### config.mk
export PLATFORM = sky130hd
export DESIGN_NAME = wb_arbiter_flat
export DESIGN_NICKNAME = d
export VERILOG_FILES = /design/src/rtl/wb_arbiter_if.sv /design/src/rtl/wb_arbiter.sv /design/src/flat_wrapper.sv
export SDC_FILE = /design/constraint.sdc
export NUM_CORES = 1
export LEC_CHECK = 0
export ABC_AREA = 1
export CORE_AREA = 2 2 204 206
export DETAILED_ROUTE_END_ITERATION = 6
export DIE_AREA = 0 0 206 208
export PLACE_DENSITY = 0.44
export SLEW_MARGIN = 15
export SYNTH_ARGS = -nofsm -noshare
export SYNTH_HDL_FRONTEND = slang
export SYNTH_SLANG_ARGS = --single-unit
### constraint.sdc
create_clock -name clk_i -period 2.05 [get_ports clk_i]
set_input_delay 0.41 -clock clk_i [delete_from_list [all_inputs] [get_ports clk_i]]
set_output_delay 0.41 -clock clk_i [all_outputs]
set_load 0.005 [all_outputs]
### src/rtl/wb_arbiter_if.sv
// Pipelined Wishbone bundle used by the arbiter's masters and its shared downstream bus.
interface if_wb;
  logic        cyc;
  logic        stb;
  logic        we;
  logic [3:0]  sel;
  logic [31:0] adr;
  logic [31:0] dat_m;
  logic [31:0] dat_s;
  logic        ack;
  logic        stall;

  modport master (output cyc, stb, we, sel, adr, dat_m, input dat_s, ack, stall);
  modport slave  (input cyc, stb, we, sel, adr, dat_m, output dat_s, ack, stall);
endinterface

### src/rtl/wb_arbiter.sv
// Four-master pipelined Wishbone arbiter with bus lock and an outstanding-strobe limit.
// Define ARB_ROUND_ROBIN_EN for round-robin arbitration; fixed priority m0 > m3 otherwise.
module wb_arbiter #(
  parameter int unsigned MAX_OUTSTANDING = 4
) (
  input  logic       clk_i,
  input  logic       rst_i,
  if_wb.slave        m0,
  if_wb.slave        m1,
  if_wb.slave        m2,
  if_wb.slave        m3,
  if_wb.master       sbus,
  output logic [3:0] gnt_o
);

  typedef enum logic [0:0] {IDLE = 1'b0, GRANT = 1'b1} state_t;

  localparam logic [3:0] MAX_CNT = 4'(MAX_OUTSTANDING);

  state_t            state_r, state_s;
  logic [3:0]        gnt_r, gnt_s;
  logic [1:0]        last_r, last_s;
  logic [3:0]        cnt_r, cnt_s;

  logic [3:0]        m_cyc_s, m_stb_s, m_we_s;
  logic [3:0][3:0]   m_sel_s;
  logic [3:0][31:0]  m_adr_s, m_wdat_s, m_rdat_s;
  logic [3:0]        m_ack_s, m_stall_s;

  logic [1:0]        base_s, enc_s, win_s, gidx_s;
  logic [3:0]        rot_s;
  logic              win_vld_s, full_s, inc_s, dec_s;

  logic              bus_cyc_s, bus_stb_s, bus_we_s;
  logic [3:0]        bus_sel_s;
  logic [31:0]       bus_adr_s, bus_wdat_s;

  assign m_cyc_s  = {m3.cyc, m2.cyc, m1.cyc, m0.cyc};
  assign m_stb_s  = {m3.stb, m2.stb, m1.stb, m0.stb};
  assign m_we_s   = {m3.we, m2.we, m1.we, m0.we};
  assign m_sel_s  = {m3.sel, m2.sel, m1.sel, m0.sel};
  assign m_adr_s  = {m3.adr, m2.adr, m1.adr, m0.adr};
  assign m_wdat_s = {m3.dat_m, m2.dat_m, m1.dat_m, m0.dat_m};

  // Pick the winner among current requesters
  always_comb begin
    win_vld_s = |m_cyc_s;
`ifdef ARB_ROUND_ROBIN_EN
    base_s = last_r + 2'd1;
    rot_s  = 4'(({m_cyc_s, m_cyc_s}) >> base_s);
`else
    base_s = 2'd0;
    rot_s  = m_cyc_s;
`endif
    casez (rot_s)
      4'b???1: enc_s = 2'd0;
      4'b??10: enc_s = 2'd1;
      4'b?100: enc_s = 2'd2;
      4'b1000: enc_s = 2'd3;
      default: enc_s = 2'd0;
    endcase
    win_s = base_s + enc_s;
  end

  // Index of the master currently owning the bus
  always_comb begin
    case (gnt_r)
      4'b0001: gidx_s = 2'd0;
      4'b0010: gidx_s = 2'd1;
      4'b0100: gidx_s = 2'd2;
      4'b1000: gidx_s = 2'd3;
      default: gidx_s = 2'd0;
    endcase
  end

  // Next state, outstanding count and bus routing
  always_comb begin
    state_s    = state_r;
    gnt_s      = gnt_r;
    last_s     = last_r;
    cnt_s      = cnt_r;
    bus_cyc_s  = 1'b0;
    bus_stb_s  = 1'b0;
    bus_we_s   = 1'b0;
    bus_sel_s  = 4'b0000;
    bus_adr_s  = 32'd0;
    bus_wdat_s = 32'd0;
    m_rdat_s   = '0;
    m_ack_s    = 4'b0000;
    m_stall_s  = 4'b1111;
    full_s     = 1'b0;
    inc_s      = 1'b0;
    dec_s      = 1'b0;
    case (state_r)
      IDLE: begin
        cnt_s = 4'd0;
        if (win_vld_s) begin
          state_s = GRANT;
          gnt_s   = 4'b0001 << win_s;
          last_s  = win_s;
        end else begin
          gnt_s = 4'b0000;
        end
      end
      GRANT: begin
        if (m_cyc_s[gidx_s]) begin
          // A full window only opens when an ack retires a slot this same cycle
          full_s     = (cnt_r >= MAX_CNT) && !sbus.ack;
          bus_cyc_s  = 1'b1;
          bus_stb_s  = m_stb_s[gidx_s] && !full_s;
          bus_we_s   = m_we_s[gidx_s];
          bus_sel_s  = m_sel_s[gidx_s];
          bus_adr_s  = m_adr_s[gidx_s];
          bus_wdat_s = m_wdat_s[gidx_s];
          m_rdat_s[gidx_s]  = sbus.dat_s;
          m_ack_s[gidx_s]   = sbus.ack;
          m_stall_s[gidx_s] = sbus.stall || full_s;
          inc_s = bus_stb_s && !sbus.stall;
          dec_s = sbus.ack && (cnt_r != 4'd0);
          case ({inc_s, dec_s})
            2'b10:   cnt_s = cnt_r + 4'd1;
            2'b01:   cnt_s = cnt_r - 4'd1;
            default: cnt_s = cnt_r;
          endcase
        end else begin
          state_s = IDLE;
          gnt_s   = 4'b0000;
          cnt_s   = 4'd0;
        end
      end
      default: begin
        state_s = IDLE;
        gnt_s   = 4'b0000;
        cnt_s   = 4'd0;
      end
    endcase
  end

  // State, grant, last-grant pointer and outstanding count registers
  always_ff @(posedge clk_i) begin
    if (!rst_i) begin
      state_r <= IDLE;
      gnt_r   <= 4'b0000;
      last_r  <= 2'd3;
      cnt_r   <= 4'd0;
    end else begin
      state_r <= state_s;
      gnt_r   <= gnt_s;
      last_r  <= last_s;
      cnt_r   <= cnt_s;
    end
  end

  assign gnt_o      = gnt_r;
  assign sbus.cyc   = bus_cyc_s;
  assign sbus.stb   = bus_stb_s;
  assign sbus.we    = bus_we_s;
  assign sbus.sel   = bus_sel_s;
  assign sbus.adr   = bus_adr_s;
  assign sbus.dat_m = bus_wdat_s;

  assign m0.dat_s = m_rdat_s[0];
  assign m1.dat_s = m_rdat_s[1];
  assign m2.dat_s = m_rdat_s[2];
  assign m3.dat_s = m_rdat_s[3];
  assign m0.ack   = m_ack_s[0];
  assign m1.ack   = m_ack_s[1];
  assign m2.ack   = m_ack_s[2];
  assign m3.ack   = m_ack_s[3];
  assign m0.stall = m_stall_s[0];
  assign m1.stall = m_stall_s[1];
  assign m2.stall = m_stall_s[2];
  assign m3.stall = m_stall_s[3];

endmodule

### src/flat_wrapper.sv
// flat-port wrapper written by rule: the top's interface ports become plain ports
module wb_arbiter_flat 
#(
  parameter int unsigned MAX_OUTSTANDING = 4
)
  (clk_i, rst_i, gnt_o, m0_cyc, m0_stb, m0_we, m0_sel, m0_adr, m0_dat_m, m0_dat_s, m0_ack, m0_stall, m1_cyc, m1_stb, m1_we, m1_sel, m1_adr, m1_dat_m, m1_dat_s, m1_ack, m1_stall, m2_cyc, m2_stb, m2_we, m2_sel, m2_adr, m2_dat_m, m2_dat_s, m2_ack, m2_stall, m3_cyc, m3_stb, m3_we, m3_sel, m3_adr, m3_dat_m, m3_dat_s, m3_ack, m3_stall, sbus_cyc, sbus_stb, sbus_we, sbus_sel, sbus_adr, sbus_dat_m, sbus_dat_s, sbus_ack, sbus_stall);
  if_wb m0_i ();
  if_wb m1_i ();
  if_wb m2_i ();
  if_wb m3_i ();
  if_wb sbus_i ();
  input  logic clk_i;
  input  logic rst_i;
  output logic [3:0] gnt_o;
  input wire logic [$bits(m0_i.cyc)-1:0] m0_cyc;
  input wire logic [$bits(m0_i.stb)-1:0] m0_stb;
  input wire logic [$bits(m0_i.we)-1:0] m0_we;
  input wire logic [$bits(m0_i.sel)-1:0] m0_sel;
  input wire logic [$bits(m0_i.adr)-1:0] m0_adr;
  input wire logic [$bits(m0_i.dat_m)-1:0] m0_dat_m;
  output wire logic [$bits(m0_i.dat_s)-1:0] m0_dat_s;
  output wire logic [$bits(m0_i.ack)-1:0] m0_ack;
  output wire logic [$bits(m0_i.stall)-1:0] m0_stall;
  input wire logic [$bits(m1_i.cyc)-1:0] m1_cyc;
  input wire logic [$bits(m1_i.stb)-1:0] m1_stb;
  input wire logic [$bits(m1_i.we)-1:0] m1_we;
  input wire logic [$bits(m1_i.sel)-1:0] m1_sel;
  input wire logic [$bits(m1_i.adr)-1:0] m1_adr;
  input wire logic [$bits(m1_i.dat_m)-1:0] m1_dat_m;
  output wire logic [$bits(m1_i.dat_s)-1:0] m1_dat_s;
  output wire logic [$bits(m1_i.ack)-1:0] m1_ack;
  output wire logic [$bits(m1_i.stall)-1:0] m1_stall;
  input wire logic [$bits(m2_i.cyc)-1:0] m2_cyc;
  input wire logic [$bits(m2_i.stb)-1:0] m2_stb;
  input wire logic [$bits(m2_i.we)-1:0] m2_we;
  input wire logic [$bits(m2_i.sel)-1:0] m2_sel;
  input wire logic [$bits(m2_i.adr)-1:0] m2_adr;
  input wire logic [$bits(m2_i.dat_m)-1:0] m2_dat_m;
  output wire logic [$bits(m2_i.dat_s)-1:0] m2_dat_s;
  output wire logic [$bits(m2_i.ack)-1:0] m2_ack;
  output wire logic [$bits(m2_i.stall)-1:0] m2_stall;
  input wire logic [$bits(m3_i.cyc)-1:0] m3_cyc;
  input wire logic [$bits(m3_i.stb)-1:0] m3_stb;
  input wire logic [$bits(m3_i.we)-1:0] m3_we;
  input wire logic [$bits(m3_i.sel)-1:0] m3_sel;
  input wire logic [$bits(m3_i.adr)-1:0] m3_adr;
  input wire logic [$bits(m3_i.dat_m)-1:0] m3_dat_m;
  output wire logic [$bits(m3_i.dat_s)-1:0] m3_dat_s;
  output wire logic [$bits(m3_i.ack)-1:0] m3_ack;
  output wire logic [$bits(m3_i.stall)-1:0] m3_stall;
  output wire logic [$bits(sbus_i.cyc)-1:0] sbus_cyc;
  output wire logic [$bits(sbus_i.stb)-1:0] sbus_stb;
  output wire logic [$bits(sbus_i.we)-1:0] sbus_we;
  output wire logic [$bits(sbus_i.sel)-1:0] sbus_sel;
  output wire logic [$bits(sbus_i.adr)-1:0] sbus_adr;
  output wire logic [$bits(sbus_i.dat_m)-1:0] sbus_dat_m;
  input wire logic [$bits(sbus_i.dat_s)-1:0] sbus_dat_s;
  input wire logic [$bits(sbus_i.ack)-1:0] sbus_ack;
  input wire logic [$bits(sbus_i.stall)-1:0] sbus_stall;
  assign m0_i.cyc = m0_cyc;
  assign m0_i.stb = m0_stb;
  assign m0_i.we = m0_we;
  assign m0_i.sel = m0_sel;
  assign m0_i.adr = m0_adr;
  assign m0_i.dat_m = m0_dat_m;
  assign m0_dat_s = m0_i.dat_s;
  assign m0_ack = m0_i.ack;
  assign m0_stall = m0_i.stall;
  assign m1_i.cyc = m1_cyc;
  assign m1_i.stb = m1_stb;
  assign m1_i.we = m1_we;
  assign m1_i.sel = m1_sel;
  assign m1_i.adr = m1_adr;
  assign m1_i.dat_m = m1_dat_m;
  assign m1_dat_s = m1_i.dat_s;
  assign m1_ack = m1_i.ack;
  assign m1_stall = m1_i.stall;
  assign m2_i.cyc = m2_cyc;
  assign m2_i.stb = m2_stb;
  assign m2_i.we = m2_we;
  assign m2_i.sel = m2_sel;
  assign m2_i.adr = m2_adr;
  assign m2_i.dat_m = m2_dat_m;
  assign m2_dat_s = m2_i.dat_s;
  assign m2_ack = m2_i.ack;
  assign m2_stall = m2_i.stall;
  assign m3_i.cyc = m3_cyc;
  assign m3_i.stb = m3_stb;
  assign m3_i.we = m3_we;
  assign m3_i.sel = m3_sel;
  assign m3_i.adr = m3_adr;
  assign m3_i.dat_m = m3_dat_m;
  assign m3_dat_s = m3_i.dat_s;
  assign m3_ack = m3_i.ack;
  assign m3_stall = m3_i.stall;
  assign sbus_cyc = sbus_i.cyc;
  assign sbus_stb = sbus_i.stb;
  assign sbus_we = sbus_i.we;
  assign sbus_sel = sbus_i.sel;
  assign sbus_adr = sbus_i.adr;
  assign sbus_dat_m = sbus_i.dat_m;
  assign sbus_i.dat_s = sbus_dat_s;
  assign sbus_i.ack = sbus_ack;
  assign sbus_i.stall = sbus_stall;
  wb_arbiter #(.MAX_OUTSTANDING(MAX_OUTSTANDING)) u_core (.clk_i(clk_i), .rst_i(rst_i), .m0(m0_i), .m1(m1_i), .m2(m2_i), .m3(m3_i), .sbus(sbus_i), .gnt_o(gnt_o));
endmodule
== Word level (Yosys, flattened, before mapping) ==
Cells that the tools add are included.
Storage, ports and cells
  output and inout port bits: 211
  bits of input ports: 320
  logic and storage cells: 79
  register bits: 9
Cells by class
  shift-type cells: 1
  bitwise logic cells: 5
  add/subtract/negate cells: 2
  eq/ne operators: 10
  multiplexer cells: 44
  reductions and logical operators: 11
  magnitude comparators: 3
Operators with widths (number)
  $mux 128: 2
  $mux 32: 7
  $and 128x128->128: 1
  $bmux 32 s2: 2
  $demux 32 s2: 1
  $mux 4: 10
  $pmux 4 s2: 3
  $pmux 2 s3: 2
  $mux 1: 11
  $bmux 4 s2: 1
  $eq 4x4->1 const B: 2
  $bmux 1 s2: 3
  $logic_and 1x1->1: 5
  $add 4x1->4 const B: 1
  $and 4x4->4: 1
  $eq 2x2->1 const B: 2
  $eq 4x2->1 const B: 1
  $eq 4x3->1 const B: 1
  $ge 4x3->1 const B: 1
  $ne 4x4->1 const B: 1
  $not 4->4: 1
  $or 4x4->4: 1
  $reduce_bool 4->1: 1
  $reduce_or 4->1: 1
  other kinds (12): 14

== Longest topological paths before layout ==
Gate-level depths: netlist of the first run.
  depth after elaboration: 10
  mapped depth: 18
  mapped depth without buffers: 18

== Worst setup path after synthesis of the first run ==
No wires, ideal clock.
  path kind: reg2out
  start: reg u_core.gnt_r[2] (netlist: u_core.gnt_o[2])
  end: out m3_dat_s[10]
  path slack: -0.024 ns
  data arrival time: 1.664 ns
  required time: 1.640 ns
  stages on the path, launching flop included: 12
  buffers on the path: 2
  cell sequence: dfxtp_1 -> nor2_1 -> nand2_2 -> clkinv_1 -> a221oi_2 -> nand2_1 -> nand2_1 -> buf_4 -> nor2_2 -> inv_2 -> buf_4 -> nor2_1
On the way
  longest elaborated chain between the ends: 9
  elaborated cells between the ends (all ways): 14
  those cells by class: order compare (2); eq/ne (3); mux (7); bitwise (1); reduce/logical (1)
Ends and longest elaborated chain
  from (decl): RTL line wb_arbiter.sv:21  | logic [3:0] gnt_r, gnt_s;
  from (signal assigned): RTL line wb_arbiter.sv:148  | gnt_r <= gnt_s;
  $eq 4x4->1 (tied with other cells): RTL line wb_arbiter.sv:67  | case (gnt_r)
  $pmux 2 s3 (*): RTL line wb_arbiter.sv:67
  $lt 2x3->1 (implied by the code) or $ge 2x1->1 (tied branches): RTL line wb_arbiter.sv:115  | m_rdat_s[gidx_s] = sbus.dat_s;
  $logic_and 1x1->1 (implied by the code): RTL line wb_arbiter.sv:115
  $mux 32 (implied by the code): RTL line wb_arbiter.sv:115
  $demux 32 s2
  $and 128x128->128 (no source line)
  $mux 128 (*): RTL line wb_arbiter.sv:106  | if (m_cyc_s[gidx_s]) begin
  $mux 128 (*): RTL line wb_arbiter.sv:94  | case (state_r)
  to (decl): RTL line flat_wrapper.sv:48  | output wire logic [$bits(m3_i.dat_s)-1:0] m3_dat_s;
Mark *: on every way between the ends. The rest lies on a longest branch, timed or not. The select of a mux whose other input is x is not followed.

== Worst setup path after layout of the first run ==
  start: reg u_core.gnt_r[3] (netlist: u_core.gnt_o[3])
  end: out m0_dat_s[1]
On the way
  longest elaborated chain between the ends: 9
  elaborated cells between the ends (all ways): 14
  those cells by class: order compare (2); eq/ne (3); mux (7); bitwise (1); reduce/logical (1)
Ends and longest elaborated chain
  $eq 4x4->1 (tied with other cells): RTL line wb_arbiter.sv:67
  $pmux 2 s3 (*): RTL line wb_arbiter.sv:67
  $lt 2x3->1 (implied by the code) or $ge 2x1->1 (tied branches): RTL line wb_arbiter.sv:115
  $logic_and 1x1->1 (implied by the code): RTL line wb_arbiter.sv:115
  $mux 32 (implied by the code): RTL line wb_arbiter.sv:115
  $demux 32 s2
  $and 128x128->128 (no source line)
  $mux 128 (*): RTL line wb_arbiter.sv:106
  $mux 128 (*): RTL line wb_arbiter.sv:94
  to (decl): RTL line flat_wrapper.sv:21  | output wire logic [$bits(m0_i.dat_s)-1:0] m0_dat_s;
Marked as above.

==> flow_summary.toml, run 1 <==
[synth]
synth_fa_ha_area_share_pct = 0.718
syn-num-nets = 1045
ys_seq_elements = 9
synth_area_sq_um = 3490
synthXorXnorAreaFrac_pct = 0
synthCells = 723
synth_top_family_by_area = "simple AND/OR/NAND/NOR gates"
synth-compound-area-share_pct = 32.1
ys_types = 34
synth.avg_cell_area_sq_um = 4.82
synth-seq-area-share_pct = 5.17
synth_mux_area_share_pct = 0
yosys_warnings = 0
synth-simple-area-share_pct = 45.7

[critical_path]
cp.arrival_ns = 2.22
cp_max_fo = 10
end_kind = "primary output"
start_kind = "flip-flop"
worstSetupPathType = "reg2out"
required_ns = 1.64

[global_route]
grt_first_pass_wirelength_mm = 45.1
grt_pass1_vias = 7418
grt_max_degree = 29
antenna_found_initial = 4
track_usage_pct = 13.8
gr-total-overflow = 0

[sta]
setup_ws_ns = -0.580
rsz0062_at_grt = "yes"
skew_ns = 0.00162
hold_viol_final = 0
worst_slew_pin_slew_ns = 0.506
setup_viol = 212
max_clock_freq_mhz = 380
tns_ns = -90.68
fin_crit_ns = 2.63
slew_viol_final = 0
maxSlewHeadroom_pct = 65.9
finalCritPeriodShare_pct = 128

[placement]
place_hpwl_mm = 24.7
portBuffers = 530
place_area_sq_um = 10100
dp.cells = 1825
place.gp.congestion = 0.896

[drt]
drt-vias-per-instance = 3.98
wire_per_inst_microns = 18.0
drt-total-wl_mm = 34.7
drtIter0Drc = 329
antenna_left = 0
drc = 0
drt-pass1-iter-count = 5
vias = 7674

[clock_network]
cts_sinks = 9
cts_root_buf = "clkbuf_16"
path_clk_slew_ns = 0.04
worstSkewPairLatency_ns = 0.24
clockBufferDepth = 2
hold_buffers = 0
cts_max_level = 1
cts_tree = "yes"
cts_buffers = 3

[status]
outcome = "finished, violations left"
violations = "negative setup slack"

[floorplan]
die_w_microns = 206
pin_count = 531
fp-row-count = 74
core-area_sq_um = 40600
start_util_pct = 8.60
die_h_microns = 208
dieArea_sq_um = 42800

[power]
vdd_drop_max_v = 0.000270
fin_total_pwr_mw = 2.62
power_density_nw_per_um2 = 224
leakagePower_nw = 5.50

[cells_and_area]
design_area_sq_um = 11700
nets = 1718
syn_to_final_growth_pct = 235
layoutNonFillerInstCount = 1929
drive_gt1_share_pct = 38.9

[flow_run]
cap_viol_max_count = 0

[min_path]
hold_class = "reg2reg"
-- placed cells by master, fill, tap and decap left out, drive strengths merged --
cell / instances
a41oi: 23
dlygate4sd2: 13
clkinv: 1
o22ai: 24
diode: 2
a22o: 11
dlymetal6s2s: 14
buf: 312
clkdlybuf4s50: 321
nand4: 1
nor2: 252
inv: 82
o21ai: 71
nand2: 132
clkbuf: 64
or2: 2
a31oi: 1
a221oi: 12
ha: 2
o221ai: 1
nor3: 2
nand3b: 2
clkdlybuf4s15: 2
nand3: 11
a21oi: 19
dfxtp: 9
o21bai: 11
-- kinds of logic after synthesis --
group / Yosys count
AO/OA/AOI/OAI: 173
adder cells (fa/ha/maj): 2
buffers and inverters: 137
flip-flops: 9
AND/OR/NAND/NOR: 402
-- Yosys cell counts --
cell type  count  area [sq um]
nand2_1      127           477
nor3_1         2          10.0
o21bai_1      11          82.6
nor2_4         1          11.3
a21oi_1       18          90.1
a31oi_1        1          6.26
or2_0          1          6.26
a22o_1        11          96.3
nand3_1        8          40.0
nand4_1        1          6.26
ha_1           2          25.0
o21ai_0       71           355
nand3_4        1          17.5
nand2_2        4          25.0
inv_1         75           282
buf_6          1          11.3
nand2_4        1          11.3
a221oi_2       1          15.0
or2_4          1          8.76
buf_4          8          60.1
o22ai_1       24           150
nand3_2        2          20.0
inv_2          6          22.5
clkbuf_1      32           120
dfxtp_1        9           180
nor2_1       249           935
o221ai_1       1          8.76
clkinv_1       2          7.51
a41oi_1       23           201
a21oi_4        1          16.3
nor2_2         2          12.5
buf_2         13          65.1
a221oi_1      11          96.3
nand3b_1       2          15.0
-- sequential cells by signal (all words and copies together) (netlist names) --
| name | flops |
|---|---|
| u_core.gnt_o | 4 |
| u_core.cnt_r | 4 |
| u_core.state_r | 1 |
-- worst paths after layout --
path	cells after the start	from	end	slack [ns]
worst min register to register	2	u_core.cnt_r[3]	u_core.cnt_r[3]	0.50
worst min-delay path	2	u_core.cnt_r[3]	u_core.cnt_r[3]	0.50
worst max-delay path	14	u_core.gnt_o[3]	m0_dat_s[1]	-0.58
worst max register to register	18	u_core.gnt_o[3]	u_core.state_r	-0.37
-- report_power, final --
| group | switching (mW) | total [mW] | internal [mW] |
|---|---|---|---|
| registers | 0.00910 | 0.189 | 0.180 |
| clock network | 0.0889 | 0.349 | 0.260 |
| logic | 0.834 | 2.08 | 1.25 |
| total | 0.932 | 2.62 | 1.69 |
-- metal layers --
layer	share of wire [%]	vias to the layer above	global-route usage, %
li1	-	3710	-
met5	0.072	-	0
met1	40	3513	15.8
met4	3.0	4	4.36
met2	50	397	25.4
met3	7.8	50	2.69
-- worst max-delay path, stage by stage, from the launching register on --
cell and delay [ns]:
dfxtp_4 0.37, inv_4 0.05, buf_6 0.11, nand3_4 0.12, inv_4 0.05, nor2_4 0.13, nand2_2 0.08, nand2_4 0.11
nand2_8 0.08, inv_2 0.12, nand2_8 0.09, buf_12 0.15, buf_8 0.13, nor2_1 0.12, dlygate4sd2_1 0.27
-- through the flow --
step | util, % | setup slack [ns] | hold WS [ns]
finish | 28.8 | -0.580 | 0.504
global placement | 24.9 | -0.923 | 0.483
detailed placement | 24.9 | -0.914 | 0.484
global route | 28.8 | -0.683 | 0.527
CTS | 26.5 | -0.658 | 0.490
floorplan | - | 0.00150 | 0.456
-- cell type report --
| type | instances | area (sq um) |
|---|---|---|
| Fill cell | 4532 | 28900 |
| Timing Repair Buffer | 722 | 6820 |
| Multi-Input combinational cell | 577 | 3580 |
| Tap cell | 532 | 666 |
| Inverter | 83 | 344 |
| Sequential cell | 9 | 190 |
| Clock buffer | 4 | 78.8 |
| Antenna cell | 2 | 5.00 |
-- what timing repair did --
action | 4_1_cts | 5_1_grt
resized for setup | 510 | 529
pin swaps | 19 | 41
gates cloned | 12 | 10
endpoints found under the setup margin | 211 | 212
setup buffers | 48 | 43
Note: power is estimated with default switching activity, not from simulation.
==> run 2: changes to the inputs <==
- CAP_MARGIN: unset -> 10
- clock period: 2.05 -> 2.2 ns (I/O delays scaled with it)
==> run 2 against run 1 <==
Combinational power about the same. Setup slack improved by 0.17 ns. The flow still finishes with violations (negative setup slack). Design area increased by 8.0%. Sequential cell count unchanged. Highest routed layer unchanged.
==> flow_summary.toml, run 2 (synthesis results as in run 1) <==
[placement]
place_area_sq_um = 9970
place_hpwl_mm = 24.6
portBuffers = 530
pre_cts_ws_ns = -0.861
place.gp.congestion = 0.892
dp.cells = 1808

[cells_and_area]
layout_common_cells = "clkdlybuf4s50_1, buf_2, nand2_1"
multiInputGateArea_sq_um = 4210
seq_area_sq_um = 193
design_area_sq_um = 12600
syn_to_final_growth_pct = 262
nets = 1722
layoutNonFillerInstCount = 1932
final_common_cell = "clkdlybuf4s50_1"
fillers = 4368
drive_gt1_share_pct = 48.7

[clock_network]
cts_buffers = 3
worstSkewPairLatency_ns = 0.23
cts_root_buf = "clkbuf_16"
cts_max_level = 1
cts_sinks = 9
path_clk_slew_ns = 0.04
cts_tree = "yes"
clockBufferDepth = 2

[critical_path]
start_kind = "flip-flop"
startpoint = "u_core.gnt_o[1]"
reg2reg_depth = 20
cp.arrival_ns = 2.17
r2r_start = "u_core.gnt_o[3]"
crit_family = "buffers and inverters"
cp_max_fo = 6
cp_num_buf_inv = 5
path_cells = "nor2_4 > nand3_4 > nor2_2 > a221oi_4 > nand2_4 > nand2_4 > buf_12 > buf_16 > buf_12 > buf_12 > a41oi_2 > buf_2"
r2r-end = "u_core.cnt_r[3]"
rrSetupSlack_ns = -0.25
end_kind = "primary output"
required_ns = 1.76
worstSetupPathType = "reg2out"
slowest_stage = "dfxtp_4"
cpMostUsedCell = "buf_12"
slowest_delay_ns = 0.35

[min_path]
min_path_cells = 2
hold_class = "reg2reg"
min_to = "u_core.gnt_o[1]"
min_from = "u_core.gnt_o[1]"

[sta]
fin_crit_ns = 2.61
tns_ns = -62.42
setup_ws_ns = -0.413
hold_viol_final = 0
skew_ns = 0.00126
rsz0062_at_grt = "yes"
maxSlewHeadroom_pct = 75.2
finalCritPeriodShare_pct = 119
holdWs_ns = 0.511
worst_slew_pin_slew_ns = 0.368
max_clock_freq_mhz = 383
setup_viol = 211
slew_viol_final = 0

[drt]
drt-vias-per-instance = 3.97
drtIter0Drc = 325
antenna_left = 0
drt-total-wl_mm = 35.1
wire_per_inst_microns = 18.2
drt-pass1-iter-count = 5
vias = 7679
drc = 0

[floorplan]
dieArea_sq_um = 42800
fp-row-count = 74
die_w_microns = 206
die_h_microns = 208
core-area_sq_um = 40600
start_util_pct = 8.60
pin_count = 531

[global_route]
gr-total-overflow = 0
track_usage_pct = 14.6
grt_first_pass_wirelength_mm = 47.3
gr-usage-met3_pct = 2.55
grt-busiest-layer = "met2"
grt_pass1_vias = 7641
grt_max_degree = 29
use_met2_pct = 27.7
use_met1_pct = 16.7
antenna_found_initial = 2

[flow_run]
cap_viol_max_count = 0

[power]
leakagePower_nw = 5.49
vdd_drop_max_v = 0.000193
power_density_nw_per_um2 = 203

[status]
outcome = "finished, violations left"
violations = "negative setup slack"
[run 2: timing repair]
action,4_1_cts,5_1_grt
hold buffers,0,0
buffers inserted,79,34
cloned,17,5
pin swaps,33,61
endpoints found under the hold margin,0,0
setup endpoints to repair,211,211
resized for setup,996,445
[run 2: worst min-delay path, stage by stage (launching register included)]
cell     delay (ns)
dfxtp_4        0.35
nand2_1        0.07
a21oi_1        0.05
[run 2: final cells by class]
| cell class | instances | area share [%] |
|---|---|---|
| multi-input cells | 577 | 33.4 |
| inverters | 83 | 2.94 |
| diodes | 1 | 0.0198 |
| repair buffers | 725 | 56.1 |
| repair inverters | 1 | 0.0892 |
| well taps | 532 | 5.27 |
| clock buffers | 4 | 0.625 |
| flip-flops and latches | 9 | 1.53 |
[run 2: power breakdown]
group	switching, mW	internal [mW]	leakage (nW)
logic	0.854	1.21	5.38
registers	0.00769	0.167	0.0759
clock network	0.0791	0.242	0.0382
total	0.941	1.62	5.49
[run 2: worst max-delay path by stage]
stage	endpoint	slack, ns	cells past startpoint
3_5_place_dp	sbus_adr[14]	-0.86	10
4_1_cts	m1_dat_s[17]	-0.38	13
3_3_place_gp	sbus_adr[14]	-0.83	10
5_1_grt	m1_dat_s[23]	-0.49	14
6_report	sbus_adr[0]	-0.41	12
2_1_floorplan	m3_dat_s[10]	0.1	11
[run 2: per-stage QoR]
step	total power [mW]	utilization [%]
2_1_floorplan	0.595	-
3_3_place_gp	1.68	24.6
3_5_place_dp	1.68	24.6
4_1_cts	2.32	27.6
5_1_grt	2.70	31.1
6_report	2.56	31.1
[run 2: metal layers]
layer  vias up  routed length, microns
met5         -                      13
met2       369                   17900
met1      3544                   13300
met3        44                    3060
met4         2                     907
li1       3720                       -
==> edit 1, RTL diff (config.mk and constraints of run 1) <==
Reset style: asynchronous (`rst_i`), changed in one clocked block.
--- a/src/rtl/wb_arbiter.sv
+++ b/src/rtl/wb_arbiter.sv
@@ -139,3 +139,3 @@
   // State, grant, last-grant pointer and outstanding count registers
-  always_ff @(posedge clk_i) begin
+  always_ff @(posedge clk_i or negedge rst_i) begin
     if (!rst_i) begin
Formal check against the unedited RTL: differs if rst_i is asserted again (counterexample within 4 cycles, from zero or initial values and one cycle with rst_i low); with rst_i held inactive, the same outputs for 4 cycles.
==> edit 1 against run 1 <==
  * The run still ends with setup timing left
  * Worst hold slack lost 16 ps
  * Sequential cell count stayed put
  * Worst setup slack lost 200 ps
  * Area after synthesis fell by 1.2%
  * First-iteration DRC count up 12%
  * Routed wire length grew 3.0%
  * Cell area fell by 5.0%
Power is left out: it rests on default switching activity, and per cell area and clock period it moved more than threefold.
==> edit 1: results (changes against run 1) <==
status=finished with violations; failing checks=setup timing; CP arrival=2420 ps (+200 ps); global placer's final weighted congestion=0.849 (-5.3%); first-pass GRT wire length=46.2 mm (+2.5%); delay-heaviest family, CP=buffers and inverters; Netlist cell types=29 (-15%); Hold WS=488 ps (-15.9 ps); insertion delay to the later sink of the worst-skew pair=230 ps; most frequent cells after synthesis=258 x nor2_1, 134 x nand2_1, 74 x o21ai_0, 51 x inv_1, 39 x clkbuf_1; final hold vios=0 (unchanged); Total Routing Usage GR=0.143 (+0.00539); drt pass-1 iters=4 (-1); Yosys warning total=0 (unchanged); layout cells sized above 1=0.360 (-0.0289); Worst-path clk slew=40 ps (about the same); vias in the first global route=7342 (-1.0%); clk_skew=6.36 ps (+4.74 ps); HP Class=input pin to asynchronous set/reset pin; Crit Path Max Fanout=20 (+10); Max stage delay on crit path=510 ps (+140 ps); largest cells by area after synthesis=nor2_1 28%, nand2_1 15%, o21ai_0 11%, dfrtp_1 6.5%, o22ai_1 5.8%; placed instance area=9900 um^2 (-1.9%); Final Setup Violations=211 (-0.47%); ys async rst share=1.00 (+1.00); H-tree Lvls=1 (unchanged); Synth Area in Adders=0.00726 (+0.0000886); Slowest cell on crit path=clkdlybuf4s50_1; fillcell total=4528 (-0.088%); number of synthesized flops with an enable pin=0 (unchanged); post-synthesis compound-gate area fraction=0.321 (+0.000329); port bufs=530 (unchanged); total wire length=35.7 mm (+3.0%); root buffer cell=clkbuf_16; TritonCTS buffer count=3 (unchanged); Reg2Reg Setup Slack=-410 ps (-40 ps); post-synthesis mux area share=0 (unchanged); largest net degree at the start of global routing=40 (+38%); HPWL after DPL=27.0 mm (+9.3%); Vias=7380 (-3.8%); worst setup margin=-784 ps (-204 ps); Worst Tran Pin Value=435 ps (-71.6 ps); Layout Nets=1655 (-3.7%); syn nets=1038 (-0.67%); Top FF cell, synth=dfrtp_1; xor/xnor share of the synthesized area=0 (unchanged); initial antenna violation count=3 (-1); post-synthesis sequential area ratio=0.0654 (+0.0137); Iter 0 DRT Violations=368 (+12%); Max Root-Sink Buffers=2 (unchanged)
edit 1: cell type report:
class	instances	area [um^2]	area share
diodes	2	5.00	0.000451
multi-input cells	589	3510	0.317
well taps	532	666	0.0600
repair buffers	668	6340	0.572
flip-flops and latches	9	225	0.0203
clock buffers	4	78.8	0.00710
inverters	62	268	0.0241
edit 1: through the flow:
| stage | instances | setup TNS, ps | setup WS, ps | util |
|---|---|---|---|---|
| final | 1866 | -112160 | -784 | 0.274 |
| after global placement | 1795 | -183240 | -1010 | 0.244 |
| after floorplan | 716 | -13180 | -117 | - |
| after CTS | 1821 | -126090 | -797 | 0.252 |
| after global routing | 1865 | -137300 | -894 | 0.274 |
| after detailed placement | 1795 | -177920 | -1020 | 0.244 |
edit 1: per-layer routing:
metal	vias up	part of all wire	GRT usage	wire length, um
li1	3592	-	-	-
met1	3362	0.36	0.150	13000
met2	382	0.53	0.283	18800
met3	40	0.079	0.0318	2840
met4	4	0.029	0.0362	1040
met5	-	0.00081	0	29
edit 1: worst paths after layout:
| kind | startpoint | endpoint | cells past startpoint |
|---|---|---|---|
| max in group asynchronous | rst_i | u_core.cnt_r[3] | 1 |
| min in group clk_i | u_core.state_r | u_core.state_r | 2 |
| max reg2reg | u_core.gnt_o[1] | u_core.cnt_r[2] | 20 |
| min | rst_i | u_core.gnt_o[2] | 1 |
| max | u_core.gnt_o[1] | sbus_adr[17] | 13 |
| min reg2reg | u_core.state_r | u_core.state_r | 2 |
edit 1: timing repair:
item / in CTS / in global routing
buffers inserted: 15 / 36
hold buffers: 0 / 0
endpoints found under the setup margin: 211 / 211
hold endpoints to repair: 0 / 0
pin swaps: 15 / 43
cloned: 7 / 8
gates resized for setup: 469 / 457
==> edit 2, RTL diff (config.mk and constraints of run 1) <==
Without the edit above. The option `ARB_ROUND_ROBIN_EN` is turned on by a define.
--- a/src/rtl/wb_arbiter.sv
+++ b/src/rtl/wb_arbiter.sv
@@ -2,2 +2,4 @@
 // Define ARB_ROUND_ROBIN_EN for round-robin arbitration; fixed priority m0 > m3 otherwise.
+`define ARB_ROUND_ROBIN_EN
+
 module wb_arbiter #(
Behaviour: not the same (a bounded check fails within 4 cycles, from zero or initial values and one cycle with rst_i low).
==> edit 2 against run 1 <==
  * The run still ends with setup timing left
  * Die area is the same
  * Global-route usage up 1.7 points
  * Largest cell class unchanged
  * Cell area rose by 9.8%
  * Utilization grew 2.8 points
  * Sequential cell count up 2
  * Via count up 7.9%
  * Clock skew about the same
  * Area after synthesis up 21%
  * Routed wire length grew 7.8%
  * Critical path type unchanged
  * Critical path depth is 4 higher
  * Worst setup slack got worse by 54 ps
  * Fmax shrank 2.0%
Power is left out: it rests on default switching activity, and per cell area and clock period it moved more than threefold.
==> edit 2: results (changes against run 1) <==
root buffer cell=clkbuf_16; Slowest cell on crit path=dfxtp_4; layout cells sized above 1=0.381 (-0.00712); delay-heaviest family, CP=buffers and inverters; most frequent cells after synthesis=422 x nor2_1, 72 x o21ai_0, 69 x nor3_1, 69 x o21a_1, 52 x inv_1; largest net degree at the start of global routing=66 (+130%); HPWL after DPL=26.0 mm (+5.3%); HP Class=register to register; global placer's final weighted congestion=0.879 (-1.9%); post-synthesis sequential area ratio=0.0520 (+0.000372); Routed WL per cell=17.9 um (-0.60%); Crit Reg-Reg Startpoint=u_core.gnt_o[0]; insertion delay to the later sink of the worst-skew pair=230 ps; H-tree Lvls=1 (unchanged); first-pass GRT wire length=50.8 mm (+13%); RR Endpoint=u_core.cnt_r[3]; Iter 0 DRT Violations=299 (-9.1%); Yosys warning total=0 (unchanged); TritonCTS buffer count=3 (unchanged); Max stage delay on crit path=360 ps; ys async rst share=0 (unchanged); R2R depth=17 (-1); placed instance area=10700 um^2 (+5.9%); fillcell total=4474 (-1.3%); worst setup margin=-634 ps (-54.4 ps); Worst-path clk slew=40 ps (about the same); Layout Nets=1884 (+9.7%); Antenna diodes=0 (-2); vias per inst=3.96 (-0.47%); failing checks=setup timing; FF+latch area=233 um^2 (+22%); Worst Tran Pin Value=443 ps (-62.8 ps); status=finished with violations; clk_skew=1.41 ps (-0.211 ps); final hold vios=0 (unchanged); drt pass-1 iters=4 (-1); port bufs=530 (unchanged); Top FF cell, synth=dfxtp_1; largest cells by area after synthesis=nor2_1 37%, o21a_1 12%, o21ai_0 8.5%, nor3_1 8.2%, dfxtp_1 5.2%; Total Routing Usage GR=0.155 (+0.0172); syn nets=1201 (+15%); initial antenna violation count=0 (-4); Netlist cell types=34 (unchanged); Crit Path Max Fanout=6 (-4); vias in the first global route=8122 (+9.5%); worst hold path depth=2 (unchanged); Final Setup Violations=217 (+2.4%); Max Root-Sink Buffers=2 (unchanged); Reg2Reg Setup Slack=-440 ps (-70 ps); hold_sp=u_core.cnt_r[3]
[edit 2: kinds of logic (layout without fill, tap and decap cells)]
logic type	count (synthesis)	after routing	share of synthesized area
fa+ha+maj	3	3	0.00887
flops	11	11	0.0520
simple gates	571	571	0.542
compound gates	161	161	0.237
xor+xnor	2	2	0.00858
buf+inv	130	812	0.151
[edit 2: worst max path at each step]
stage | start | end | slack, ps | cells after the start
2_1_floorplan | u_core.gnt_o[2] | m0_dat_s[10] | 100 | 11
3_3_place_gp | m1_cyc | m3_dat_s[16] | -930 | 12
3_5_place_dp | m1_cyc | sbus_adr[7] | -940 | 11
4_1_cts | u_core.gnt_o[0] | m1_dat_s[31] | -800 | 13
5_1_grt | u_core.gnt_o[0] | sbus_adr[19] | -740 | 17
6_report | u_core.gnt_o[3] | sbus_adr[19] | -630 | 18
[edit 2: tightest hold or removal path, stage by stage, from the launching register on]
cell and delay (ps):
dfxtp_1 320, nand2_1 80, a21oi_2 50
[edit 2: final cells by class]
class | instances | share of cell area
repair buffers | 743 | 0.568
multi-input cells | 737 | 0.332
clock buffers | 4 | 0.00614
well taps | 532 | 0.0519
flip-flops and latches | 11 | 0.0181
inverters | 65 | 0.0230
[edit 2: per-stage QoR]
| step | std cells | setup WS (ps) | hold WS, ps | TNS, ps |
|---|---|---|---|---|
| after CTS | 2052 | -797 | 494 | -126400 |
| after global placement | 1972 | -930 | 483 | -173020 |
| final | 2092 | -634 | 497 | -95330 |
| after detailed placement | 1972 | -937 | 487 | -171520 |
| after global routing | 2092 | -736 | 517 | -122880 |
| after floorplan | 878 | 103 | 461 | 0 |
[edit 2: routing by layer]
layer,wire (um),vias up,share of wire,global-route usage
met2,19100,331,0.51,0.293
met1,15100,3763,0.40,0.186
li1,-,4159,-,-
met3,2620,30,0.070,0.0301
met4,549,0,0.015,0.0123
met5,0,-,0,0
[edit 2: timing repair]
action / 4_1_cts / 5_1_grt
setup buffers: 63 / 46
hold buffers: 0 / 0
setup endpoints to repair: 216 / 217
pin swaps: 19 / 47
gates resized for setup: 590 / 469
cloned: 15 / 6
